<file path="config.mk">
export PLATFORM = sky130hd
export DESIGN_NAME = fixed_mult_pipe
export DESIGN_NICKNAME = d
export VERILOG_FILES = /design/src/rtl/fixed_mult_pkg.sv /design/src/rtl/fixed_mult_lane.sv /design/src/rtl/fixed_mult_pipe.sv
export SDC_FILE = /design/constraint.sdc
export NUM_CORES = 1
export LEC_CHECK = 0
export ABC_AREA = 1
export BUFFER_PORTS_ARGS = -buffer_cell sky130_fd_sc_hd__buf_4
export CAP_MARGIN = 5
export CORE_MARGIN = 10
export CORE_UTILIZATION = 25
export CTS_CLUSTER_SIZE = 8
export DETAILED_ROUTE_END_ITERATION = 8
export GPL_TIMING_DRIVEN = 0
export SETUP_SLACK_MARGIN = 0.1
export SLEW_MARGIN = 15
export SYNTH_ARGS = -nofsm -noshare
export SYNTH_HDL_FRONTEND = slang
export SYNTH_SLANG_ARGS = --single-unit
export TNS_END_PERCENT = 5
</file>
<file path="constraint.sdc">
create_clock -name clk -period 6.6 [get_ports clk]
set_input_delay 0.33 -clock clk [delete_from_list [all_inputs] [get_ports clk]]
set_output_delay 0.33 -clock clk [all_outputs]
set_load 0.01 [all_outputs]
</file>
<file path="src/rtl/fixed_mult_pkg.sv">
// Shared constants and per-lane post-processing for fixed_mult_pipe.
package fixed_mult_pkg;

   localparam int DEF_DATA_W    = 16;
   localparam int DEF_FRAC_BITS = 13;

   typedef struct packed {
      logic        ovf;
      logic [63:0] mag;
   } post_t;

   // Shift (optionally rounding half up) then saturate to mag_w bits.
   function automatic post_t shift_round_sat(
      input logic [63:0] prod,
      input int          frac_bits,
      input int          mag_w,
      input logic        rnd_en
   );
      post_t       r;
      logic [64:0] sum;
      logic [64:0] sh;
      logic [64:0] max;
      sum = {1'b0, prod};
      if (rnd_en)
         sum = sum + (65'd1 << (frac_bits - 1));
      sh    = sum >> frac_bits;
      max   = (65'd1 << mag_w) - 65'd1;
      r.ovf = (sh > max);
      r.mag = r.ovf ? max[63:0] : sh[63:0];
      return r;
   endfunction

endpackage

</file>
<file path="src/rtl/fixed_mult_lane.sv">
// One sign-magnitude lane: S2 multiply, S3 shift/round/saturate.
// FIXED_MULT_ROUND_EN selects round-half-up instead of truncation.
module fixed_mult_lane
   import fixed_mult_pkg::*;
#(
   parameter int DATA_W    = DEF_DATA_W,
   parameter int FRAC_BITS = DEF_FRAC_BITS
) (
   input  logic              clk,
   input  logic              rst_n,
   input  logic              en,
   input  logic [DATA_W-1:0] a,
   input  logic [DATA_W-1:0] b,
   output logic [DATA_W-1:0] result,
   output logic              ovf
);

   localparam int MAG_W  = DATA_W - 1;
   localparam int PROD_W = 2 * MAG_W;

`ifdef FIXED_MULT_ROUND_EN
   localparam logic RND_EN = 1'b1;
`else
   localparam logic RND_EN = 1'b0;
`endif

   logic              sign_d, sign_q;
   logic [PROD_W-1:0] prod_d, prod_q;
   logic [DATA_W-1:0] res_d, res_q;
   logic              ovf_d, ovf_q;
   post_t             pp;

   always_comb begin
      sign_d = sign_q;
      prod_d = prod_q;
      res_d  = res_q;
      ovf_d  = ovf_q;
      pp     = shift_round_sat(64'(prod_q), FRAC_BITS, MAG_W, RND_EN);
      if (en) begin
         sign_d = a[DATA_W-1] ^ b[DATA_W-1];
         prod_d = PROD_W'(a[MAG_W-1:0]) * PROD_W'(b[MAG_W-1:0]);
         ovf_d  = pp.ovf;
         // a zero magnitude never carries a sign
         res_d  = {sign_q & (|pp.mag), pp.mag[MAG_W-1:0]};
      end
   end

   always_ff @(posedge clk or negedge rst_n) begin
      if (!rst_n) begin
         sign_q <= 1'b0;
         prod_q <= '0;
         res_q  <= '0;
         ovf_q  <= 1'b0;
      end else begin
         sign_q <= sign_d;
         prod_q <= prod_d;
         res_q  <= res_d;
         ovf_q  <= ovf_d;
      end
   end

   assign result = res_q;
   assign ovf    = ovf_q;

endmodule

</file>
<file path="src/rtl/fixed_mult_pipe.sv">
// 3-stage multi-lane sign-magnitude fixed-point multiplier, valid/ready.
// Optional FIXED_MULT_ROUND_EN enables rounding in every lane.
module fixed_mult_pipe
   import fixed_mult_pkg::*;
#(
   parameter int DATA_W    = DEF_DATA_W,
   parameter int FRAC_BITS = DEF_FRAC_BITS,
   parameter int LANES     = 1
) (
   input  logic                    clk,
   input  logic                    rst_n,
   input  logic                    in_valid,
   output logic                    in_ready,
   input  logic [LANES*DATA_W-1:0] a,
   input  logic [LANES*DATA_W-1:0] b,
   output logic                    out_valid,
   input  logic                    out_ready,
   output logic [LANES*DATA_W-1:0] result,
   output logic [LANES-1:0]        ovf
);

   localparam int W = LANES * DATA_W;

   logic         adv;
   logic         v1_d, v1_q;
   logic         v2_d, v2_q;
   logic         v3_d, v3_q;
   logic [W-1:0] a_d, a_q;
   logic [W-1:0] b_d, b_q;

   // whole pipe moves as one; stalls only when the output is blocked
   always_comb begin
      adv      = !v3_q || out_ready;
      in_ready = adv;
      v1_d     = v1_q;
      v2_d     = v2_q;
      v3_d     = v3_q;
      a_d      = a_q;
      b_d      = b_q;
      if (adv) begin
         v1_d = in_valid;
         v2_d = v1_q;
         v3_d = v2_q;
         a_d  = a;
         b_d  = b;
      end
   end

   always_ff @(posedge clk or negedge rst_n) begin
      if (!rst_n) begin
         v1_q <= 1'b0;
         v2_q <= 1'b0;
         v3_q <= 1'b0;
         a_q  <= '0;
         b_q  <= '0;
      end else begin
         v1_q <= v1_d;
         v2_q <= v2_d;
         v3_q <= v3_d;
         a_q  <= a_d;
         b_q  <= b_d;
      end
   end

   assign out_valid = v3_q;

   for (genvar g = 0; g < LANES; g++) begin : g_lane
      fixed_mult_lane #(
         .DATA_W   (DATA_W),
         .FRAC_BITS(FRAC_BITS)
      ) u_lane (
         .clk   (clk),
         .rst_n (rst_n),
         .en    (adv),
         .a     (a_q[g*DATA_W +: DATA_W]),
         .b     (b_q[g*DATA_W +: DATA_W]),
         .result(result[g*DATA_W +: DATA_W]),
         .ovf   (ovf[g])
      );
   end

endmodule

</file>
# Yosys cells after proc, flatten, opt, wreduce, memory -nomap -nowiden
# Index checks and enable logic that the tools add are counted.
word_totals:
  ff_bits: 83
  latch_bits: 0
  ram_bits: 0
  romBits: 0
  input_bits: 36
  output_inout_bits: 19
  elab_cells: 17
  memories: 0
op_classes:
  add_sub_neg: 0
  mul: 1
  n_div: 0
  n_lt_le_gt_ge: 1
  n_eq_ne: 0
  shift: 0
  muxes: 1
  bitwise: 2
  n_reduce_logical: 3
ops:
  columns: ["op", "count"]
  rows:
  - ["$reduce_or A64 Y1", 1]
  - ["$mul A15 B15 Y30", 1]
  - ["$gt A17 B15 Y1 const B", 1]
  - ["$mux W17", 1]
  - ["$and A1 B1 Y1", 1]
  - ["$logic_not A1 Y1", 1]
  - ["$logic_or A1 B1 Y1", 1]
  - ["$xor A1 B1 Y1", 1]

# Depth between registers and ports, before layout
# Gate-level depths: netlist of run 1.
depth:
  word_depth: 4
  depth_mapped: 28
  depth_no_buf: 26

# Cells and area by module
# Synthesis of run 1 repeated with hierarchy kept, for this count alone.
hier_totals:
  hier_cells: 1408
  hier_area_um2: 10695.3
modules_own_cells:
  columns: ["module", "instances", "cells_each", "area_each_um2", "seq_area_each_um2"]
  rows:
  - ["fixed_mult_lane", 1, 1257, 9253.9, 875.8]
  - ["fixed_mult_pipe", 1, 151, 1441.4, 875.8]

# Least setup slack after synthesis of run 1
# Ideal clock, no wire load.
synth_path:
  path_kind: "flip-flop to flip-flop"
  start: "register b_q[2]"
  end: "register g_lane[0].u_lane.prod_q[13]"
  setup_ps: 117
  t_arrival_ps: 5257
  required_ps: 6483
  path_slack_ps: 1226
  path_stages_with_launch: 25
  path_buffers: 2
  period_less_slack_ps: 5374
  path_cell_list: "dfrtp_1 clkbuf_1 clkbuf_1 nand2_1 inv_1 fa_1 inv_1 fa_1 inv_1 fa_1 inv_1 fa_1 inv_1 fa_1 inv_1 fa_1 inv_1 ha_1 a21oi_1 o21ai_0 a21oi_1 nand2_1 or2_2 nand3_1 nand2_1"
synth_via:
  elab_chain_cells: 1
synth_rtl:
  columns: ["item", "line_no", "rtl"]
  rows:
  - ["start, declared", "fixed_mult_pipe.sv:29", "logic [W-1:0] b_d, b_q;"]
  - ["start signal, assigned", "fixed_mult_pipe.sv:55", "b_q <= '0;"]
  - ["start signal, assigned", "fixed_mult_pipe.sv:61", "b_q <= b_d;"]
  - ["$mul A15 B15 Y30", "fixed_mult_lane.sv:41", "prod_d = PROD_W'(a[MAG_W-1:0]) * PROD_W'(b[MAG_W-1:0]);"]
  - ["end signal, assigned", "fixed_mult_lane.sv:56", "prod_q <= prod_d;"]
  - ["end, declared", "fixed_mult_lane.sv:28", "logic [PROD_W-1:0] prod_d, prod_q;"]
# No other way between the ends.
# A chain may end at the register's enable or synchronous reset.

# Worst setup path after layout of run 1
layout_path:
  start: "register b_q[6]"
  end: "register g_lane[0].u_lane.prod_q[26]"
# Same word-level chain as after synthesis.

==> results of run 1 <==
Yosys cell counts, drive strengths merged (5+ instances only):
cell type  count
inv          364
xnor2          5
fa           166
nor3          11
nor2          47
o21ai         38
clkbuf        70
nand3         37
dfrtp         70
nand2        483
a21oi         28
ha            91
through the flow:
step | instance area, sq um | worst slack, ps | hold slack (ps) | cells | utilization
global route | 12000 | 83.1 | 153 | 2046 | 0.287
floorplan | 10700 | 1230 | 34.4 | 1437 | -
detailed placement | 11700 | 331 | 444 | 2030 | 0.279
finish | 12000 | 394 | 106 | 2046 | 0.287
global placement | 11700 | 366 | 447 | 2030 | 0.279
CTS | 12000 | 297 | 139 | 2046 | 0.286
routing by layer:
| metal | global-route usage | vias up | share of wire |
|---|---|---|---|
| li1 | - | 4259 | - |
| met1 | 0.166 | 4346 | 0.47 |
| met2 | 0.188 | 219 | 0.45 |
| met3 | 0.0288 | 31 | 0.062 |
| met4 | 0.0288 | 0 | 0.018 |
| met5 | 0 | - | 0 |
logic make-up (layout without fill, tap and decap cells):
group	Yosys count	count (layout)	share of synthesized area
AND/OR/NAND/NOR	591	591	0.219
flip-flops	70	70	0.164
buffers and inverters	436	506	0.154
XOR/XNOR	7	7	0.00576
AO/OA/AOI/OAI	76	76	0.0382
adder cells (fa/ha/maj)	257	257	0.419
final timing paths:
check | startpoint | endpoint | depth (start not counted) | slack [ps]
setup reg to reg | b_q[6] | g_lane[0].u_lane.prod_q[26] | 21 | 390
max in group asynchronous | rst_n | a_q[1] | 1 | 5900
hold / removal | rst_n | g_lane[0].u_lane.result[10] | 1 | 110
hold reg to reg | v2_q | out_valid | 2 | 460
min in group clk | a[6] | a_q[6] | 3 | 150
setup / recovery | b_q[6] | g_lane[0].u_lane.prod_q[26] | 21 | 390
layout make-up:
type | instances | share of cell area
clock inverters | 7 | 0.00665
inverters | 364 | 0.113
flip-flops and latches | 70 | 0.145
plain buffers | 72 | 0.0236
well taps | 539 | 0.0560
repair buffers | 54 | 0.0337
clock buffers | 9 | 0.0187
multi-input cells | 931 | 0.603
flip-flops by register name (all words and copies together), names as in the netlist:
signal	count
out_valid	1
v1_q	1
b_q	16
a_q	16
g_lane.u_lane.result	16
g_lane.u_lane.ovf	1
g_lane.u_lane.sign_q	1
g_lane.u_lane.prod_q	17
v2_q	1
worst reg2reg max path, cell delays in order, from the launching register on:
cell and delay, ps:
dfrtp_1 320, clkbuf_1 390, clkbuf_1 510, nand2_1 160, fa_1 580, fa_1 460, fa_1 550, inv_1 50
fa_1 450, fa_1 520, inv_1 70, fa_1 480, inv_1 40, ha_1 340, a21oi_1 250, o21ai_0 230
nand2_1 110, nand2_1 80, a21oi_1 240, nand3_1 100, nand3_1 100, nand2_1 60
cells in the final DEF (no fill, tap or decap), types with 2 or more instances in the layout:
cell,n
nand4_1,3
o21ai_1,7
o21bai_1,2
nor2_1,46
nand2_2,3
nand3_1,37
clkbuf_2,9
xnor2_1,5
clkbuf_16,9
buf_4,54
nand2_1,480
dfrtp_1,70
buf_2,2
ha_1,91
or2_1,2
fa_1,166
a21oi_1,28
o21ai_0,31
o21a_1,2
nor3_1,11
xor2_1,2
nand3b_1,3
inv_1,364
a31oi_1,2
inv_6,3
a21o_1,3
nor4_1,3
clkbuf_1,61
what timing repair did:
| item | 4_1_cts | 5_1_grt |
|---|---|---|
| setup buffers | 0 | 0 |
| resized for setup | 0 | 20 |
| setup endpoints to repair | 0 | 14 |
==> results.sh, run 1 <==
export IMPL_tightest_slew_ps=917
export IMPL_fill_cells=4632
export IMPL_antenna_left=0
export IMPL_holdCritPathClass="in2async"
export IMPL_max_freq_ghz=0.161
export IMPL_synth_edf_count=0
export IMPL_worst_path_buf_inv=5
export IMPL_die_area_sq_um=51300
export IMPL_critical_path_top_delay_family="adder cells"
export IMPL_portBuffers=54
export IMPL_clock_latency_ps=370
export IMPL_clock_skew_ps=13.2
export IMPL_clk_pin_slew_ps=60
export IMPL_cp_arrival_ps=6460
export IMPL_finalWirelength_microns=30000
export IMPL_final_hold_violation_count=0
export IMPL_synth_cell_type_count=28
export IMPL_rsz0062_at_grt="true"
export IMPL_status="finished clean"
export IMPL_start_util=0.253
export IMPL_diodes=0
export IMPL_post_drt_via_cell_ratio=4.33
export IMPL_drt_wirelength_per_cell_microns=14.6
export IMPL_synth_top_cells_by_area="fa_1 31%, nand2_1 17%, dfrtp_1 16%, inv_1 13%, ha_1 11%"
export IMPL_cts_sinks=70
export IMPL_max_clock_path_buffers=2
export IMPL_syn_area_sq_um=10700
export IMPL_grt_usage=0.121
export IMPL_core_sq_um=42000
export IMPL_gp_congestion=0.899
export IMPL_ys_flop_type="dfrtp_1"
export IMPL_holdBufCountCts=0
export IMPL_synthesis_nets=1730
export IMPL_critPathSlowestCell="fa_1"
export IMPL_min_period_over_period=0.940
export IMPL_synthToLayoutAreaGrowth_pct=13.1
export IMPL_crit_required_ps=6850
export IMPL_grt_pass1_vias=8983
export IMPL_regArea_sq_um=1750
export IMPL_cts_max_level=3
export IMPL_path_common_cell="fa_1"
export IMPL_die_x_microns=226
export IMPL_cap_violations=0
export IMPL_cts_tree="yes"
export IMPL_hpwl_microns=25500
export IMPL_post_route_min_period_ps=6210
export IMPL_end_kind="register"
export IMPL_synth_avg_cell_area_sq_um=7.41
export IMPL_yosysTopAreaCell="fa_1"
export IMPL_grt_pass1_wl_microns=48600
export IMPL_syn_inst=1437
export IMPL_multi_input_area_sq_um=7260
export IMPL_rows=75
export IMPL_async_flop_share=1.00
export IMPL_antenna_found_initial=1
export IMPL_slew_headroom=0.389
export IMPL_critPathKind="reg2reg"
export IMPL_ys_warn_count=0
export IMPL_critical_path_max_stage_delay_ps=580
export IMPL_num_vias=8855
export IMPL_dr_pass1_iters=4
export IMPL_cp_max_fo=10
export IMPL_root_buffer="clkbuf_16"
export IMPL_finalSetupTns_ps=0
export IMPL_numCtsBuffers=9
export IMPL_yosys_area_top_type_share=0.312
export IMPL_worstPathCellList="clkbuf_1 > clkbuf_1 > nand2_1 > fa_1 > fa_1 > fa_1 > inv_1 > fa_1 > fa_1 > inv_1 > fa_1 > inv_1 > ha_1 > a21oi_1 > o21ai_0 > nand2_1 > nand2_1 > a21oi_1 > nand3_1 > nand3_1 > nand2_1"
export IMPL_drtIter0Drc=667
export IMPL_drc=0
export IMPL_nNetsFinal=1795
export IMPL_overflow=0
export IMPL_seq_area_frac_synth=0.164
export IMPL_crit_path_start_kind="register"
export IMPL_grt_max_degree=71
export IMPL_die_y_microns=226
export IMPL_setup_viol=0
export IMPL_synth_seq_cells=70
export IMPL_drive_above_1_share=0.0577
export IMPL_num_io_pins=55
export IMPL_drv_slew=0
Power of run 1 is left out: the tool's default activity adds up to more than one toggle a clock period on the data nets, which glitch-free logic cannot reach.
==> inputs of run 2 (changes only) <==
- RECOVER_POWER: default -> 25
==> results.sh, run 2 (same netlist as run 1, synthesis figures left out) <==
export IMPL_cts_sinks=70
export IMPL_violations="max-capacitance violations, max-slew violations"
export IMPL_num_vias=8855
export IMPL_overflow=0
export IMPL_multi_input_area_sq_um=7260
export IMPL_clk_pin_slew_ps=80
export IMPL_post_route_min_period_ps=6210
export IMPL_drive_above_1_share=0.0571
export IMPL_cts_max_level=3
export IMPL_cts_tree="yes"
export IMPL_regArea_sq_um=1750
export IMPL_grt_usage=0.121
export IMPL_crit_required_ps=6850
export IMPL_grt_pass1_wl_microns=48600
export IMPL_portBuffers=54
export IMPL_holdBufCountCts=0
export IMPL_slew_headroom=-1.58
export IMPL_dr_pass1_iters=4
export IMPL_clock_latency_ps=370
export IMPL_rsz0062_at_grt="true"
export IMPL_top_register="g_lane.u_lane.prod_q"
export IMPL_grt_busiest_layer="met2"
export IMPL_diodes=0
export IMPL_numCtsBuffers=9
export IMPL_core_sq_um=42000
export IMPL_drt_wirelength_per_cell_microns=14.6
export IMPL_met3_usage=0.0288
export IMPL_path_common_cell="fa_1"
export IMPL_max_freq_ghz=0.161
export IMPL_finalWirelength_microns=30000
export IMPL_largest_reg_flops=17
export IMPL_num_io_pins=55
export IMPL_synthToLayoutAreaGrowth_pct=13.1
export IMPL_layout_commonest_cell="nand2_1"
export IMPL_cp_max_fo=10
export IMPL_crit_path_start_kind="register"
export IMPL_clock_skew_ps=13.2
export IMPL_post_cts_buffers=0
export IMPL_critPathKind="reg2reg"
export IMPL_hpwl_microns=25500
export IMPL_die_y_microns=226
export IMPL_tightest_slew_ps=3870
export IMPL_grt_use_met1=0.166
export IMPL_antenna_found_initial=1
export IMPL_cts_resized_gates=0
export IMPL_antenna_left=0
export IMPL_cap_violations=1
export IMPL_nNetsFinal=1795
export IMPL_finalSetupTns_ps=0
export IMPL_post_drt_via_cell_ratio=4.33
export IMPL_start_util=0.253
export IMPL_die_x_microns=226
export IMPL_min_period_over_period=0.940
export IMPL_drtIter0Drc=667
export IMPL_drc=0
export IMPL_final_cell_mix="480 x nand2_1, 364 x inv_1, 166 x fa_1"
export IMPL_cp_arrival_ps=6460
export IMPL_critPathSlowestCell="fa_1"
export IMPL_r2r_setup_slack_ps=390
export IMPL_root_buffer="clkbuf_16"
export IMPL_die_area_sq_um=51300
export IMPL_status="complete, but fails checks"
export IMPL_end_kind="register"
export IMPL_setup_viol=0
export IMPL_holdCritPathClass="in2reg"
export IMPL_grt_met2_usage=0.188
export IMPL_fill_cells=4632
export IMPL_critical_path_top_delay_family="adder cells"
export IMPL_critical_path_max_stage_delay_ps=580
export IMPL_final_hold_violation_count=0
export IMPL_grt_pass1_vias=8983
export IMPL_grt_max_degree=71
export IMPL_max_clock_path_buffers=2
export IMPL_drv_slew=71
export IMPL_worstPathCellList="clkbuf_1 > clkbuf_1 > nand2_1 > fa_1 > fa_1 > fa_1 > inv_1 > fa_1 > fa_1 > inv_1 > fa_1 > inv_1 > ha_1 > a21oi_1 > o21ai_0 > nand2_1 > nand2_1 > a21oi_1 > nand3_1 > nand3_1 > nand2_1"
export IMPL_worst_path_buf_inv=5
export IMPL_gp_congestion=0.899
export IMPL_rows=75
-- run 2: cell count changes in the layout (fill, tap and decap cells not counted) --
cell / change
clkbuf_1: +1
buf_4: -1
-- run 2: stage by stage --
stage          worst slack, ps  utilization  instance area [sq um]  instances  hold WS [ps]
2_1_floorplan             1230            -                  10700       1437          34.4
3_3_place_gp               366        0.279                  11700       2030           447
3_5_place_dp               331        0.279                  11700       2030           444
4_1_cts                    297        0.286                  12000       2046           139
5_1_grt                   83.1        0.286                  12000       2046           153
6_report                   394        0.286                  12000       2046           153
-- run 2: final timing paths --
path | startpoint | endpoint | cells past startpoint
setup reg to reg | b_q[6] | g_lane[0].u_lane.prod_q[26] | 21
setup / recovery | b_q[6] | g_lane[0].u_lane.prod_q[26] | 21
hold reg to reg | v2_q | out_valid | 2
hold / removal | a[6] | a_q[6] | 3
min in group asynchronous | rst_n | g_lane[0].u_lane.result[10] | 1
max in group asynchronous | rst_n | a_q[1] | 1
-- run 2: layout make-up --
class | instances | share of cell area
timing repair buffer | 54 | 0.0334
tap | 539 | 0.0560
multi-input combinational | 931 | 0.603
sequential | 70 | 0.145
clock inverter | 7 | 0.00665
inverter | 364 | 0.113
buffer | 72 | 0.0236
clock buffer | 9 | 0.0187
-- run 2: routing by layer --
metal  wire (microns)  vias up
met5                0        -
met3             1850       31
met1            14000     4346
met2            13500      219
met4              549        0
li1                 -     4259
-- run 2: worst reg2reg max path, cell delays in order (launching register included) --
cell	delay, ps
dfrtp_1	320
clkbuf_1	390
clkbuf_1	510
nand2_1	160
fa_1	580
fa_1	460
fa_1	550
inv_1	50
fa_1	450
fa_1	520
inv_1	70
fa_1	480
inv_1	40
ha_1	340
a21oi_1	250
o21ai_0	230
nand2_1	110
nand2_1	80
a21oi_1	240
nand3_1	100
nand3_1	100
nand2_1	60
Power of run 2 is left out for the same reason.
==> inputs of run 3 (changes only) <==
==> constraint.sdc (replaced) <==
create_clock -name clk -period 6.6 [get_ports clk]
set_input_delay 0 -clock clk [delete_from_list [all_inputs] [get_ports clk]]
set_output_delay 0 -clock clk [all_outputs]
set_load 0.01 [all_outputs]
==> results.sh, run 3 (same netlist as run 1, synthesis figures left out) <==
export IMPL_portBuffers=54
export IMPL_start_util=0.253
export IMPL_rows=75
export IMPL_finalSetupTns_ps=0
export IMPL_clk_pin_slew_ps=60
export IMPL_cap_violations=1
export IMPL_post_route_min_period_ps=6200
export IMPL_path_common_cell="fa_1"
export IMPL_grt_max_degree=71
export IMPL_layout_commonest_cell="nand2_1"
export IMPL_clock_skew_ps=10.8
export IMPL_drc=0
export IMPL_fill_cells=4616
export IMPL_antenna_left=0
export IMPL_diodes=0
export IMPL_top_register="g_lane.u_lane.prod_q"
export IMPL_drt_wirelength_per_cell_microns=14.5
export IMPL_critical_path_top_delay_family="adder cells"
export IMPL_grt_pass1_wl_microns=49000
export IMPL_critical_path_max_stage_delay_ps=580
export IMPL_slew_headroom=-1.67
export IMPL_nNetsFinal=1829
export IMPL_cp_depth=21
export IMPL_max_clock_path_buffers=2
export IMPL_numCtsBuffers=9
export IMPL_critPathKind="reg2reg"
export IMPL_stdcell_area_sq_um=12300
export IMPL_die_x_microns=226
export IMPL_worst_path_buf_inv=5
export IMPL_hpwl_microns=25500
export IMPL_tightest_slew_ps=4010
export IMPL_regToRegStartpoint="b_q[6]"
export IMPL_synthToLayoutAreaGrowth_pct=15.6
export IMPL_setup_viol=0
export IMPL_grt_usage=0.122
export IMPL_fin_hold_ws_ps=251
export IMPL_root_buffer="clkbuf_16"
export IMPL_die_area_sq_um=51300
export IMPL_die_y_microns=226
export IMPL_crit_required_ps=6850
export IMPL_overflow=0
export IMPL_min_period_over_period=0.939
export IMPL_finalWirelength_microns=30100
export IMPL_hold_path_cell_count=4
export IMPL_startpoint="b_q[6]"
export IMPL_largest_reg_flops=17
export IMPL_cts_tree="yes"
export IMPL_crit_path_start_kind="register"
export IMPL_worst_r2r_cell_count=21
export IMPL_cp_arrival_ps=6450
export IMPL_num_io_pins=55
export IMPL_grt_pass1_vias=9099
export IMPL_critPathSlowestCell="fa_1"
export IMPL_violations="max-capacitance violations, max-slew violations"
export IMPL_rsz0062_at_grt="true"
export IMPL_dpl_cell_area_sq_um=11700
export IMPL_final_hold_violation_count=0
export IMPL_core_sq_um=42000
export IMPL_utilization=0.293
export IMPL_worstPathCellList="clkbuf_1 > clkbuf_1 > nand2_1 > fa_1 > fa_1 > fa_1 > inv_1 > fa_1 > fa_1 > inv_1 > fa_1 > inv_1 > ha_1 > a21oi_1 > o21ai_0 > nand2_1 > nand2_1 > a21oi_1 > nand3_1 > nand3_1 > nand2_1"
export IMPL_cts_max_level=3
export IMPL_dr_pass1_iters=5
export IMPL_end_kind="register"
export IMPL_num_vias=8939
export IMPL_post_cts_buffers=0
export IMPL_drive_above_1_share=0.0441
export IMPL_max_freq_ghz=0.161
export IMPL_antenna_found_initial=1
export IMPL_drv_slew=71
export IMPL_min_delay_start="out_ready"
export IMPL_cp_max_fo=10
export IMPL_holdCritPathClass="in2reg"
export IMPL_post_drt_via_cell_ratio=4.30
export IMPL_drtIter0Drc=625
export IMPL_gp_congestion=0.899
export IMPL_status="complete, but fails checks"
export IMPL_final_cell_mix="480 x nand2_1, 364 x inv_1, 166 x fa_1"
export IMPL_clock_latency_ps=370
export IMPL_cts_sinks=70
## run 3: cell types whose count changed in the layout (fill, tap and decap cells not counted), sizes merged
cell         previous run  this run
buf                    55        37
dlygate4sd3             0        34
clkbuf                 80        98
## run 3: worst min-delay path: cells and delay by family
kind / cells / cell delay (ps)
buffers and inverters: 2 / 310
AO/OA/AOI/OAI: 1 / 210
AND/OR/NAND/NOR: 1 / 60
## run 3: path summary, 6_finish.rpt
path	slack (ps)	endpoint
setup / recovery	400	g_lane[0].u_lane.prod_q[26]
hold / removal	250	g_lane[0].u_lane.sign_q
setup reg to reg	400	g_lane[0].u_lane.prod_q[26]
hold reg to reg	460	out_valid
max in group asynchronous	2760	a_q[1]
min in group asynchronous	1580	g_lane[0].u_lane.result[10]
## run 3: layout make-up
class	count	area (sq um)	share of cell area
clock inverter	7	80.1	0.00650
tap	539	674	0.0548
timing repair buffer	88	674	0.0548
buffer	72	284	0.0231
multi-input combinational	931	7260	0.589
inverter	364	1370	0.111
clock buffer	9	225	0.0183
sequential	70	1750	0.142
## run 3: per-layer routing
metal,GRT usage,wire length (microns),vias to the layer above
met4,0.0288,556,0
met5,0,0,-
li1,-,-,4336
met3,0.0296,1930,31
met2,0.190,13600,210
met1,0.167,14000,4362
## run 3: repair_timing
action / in CTS / in global routing
hold buffers: 34 / 0
resized for setup: 0 / 20
hold endpoints to repair: 103 / 0
setup endpoints to repair: 0 / 14
## run 3: metrics by stage
stage	cells	setup slack, ps
floorplan	1437	1230
global placement	2030	366
detailed placement	2030	331
CTS	2080	297
global route	2080	83.1
finish	2080	401
Power of run 3 is left out for the same reason.
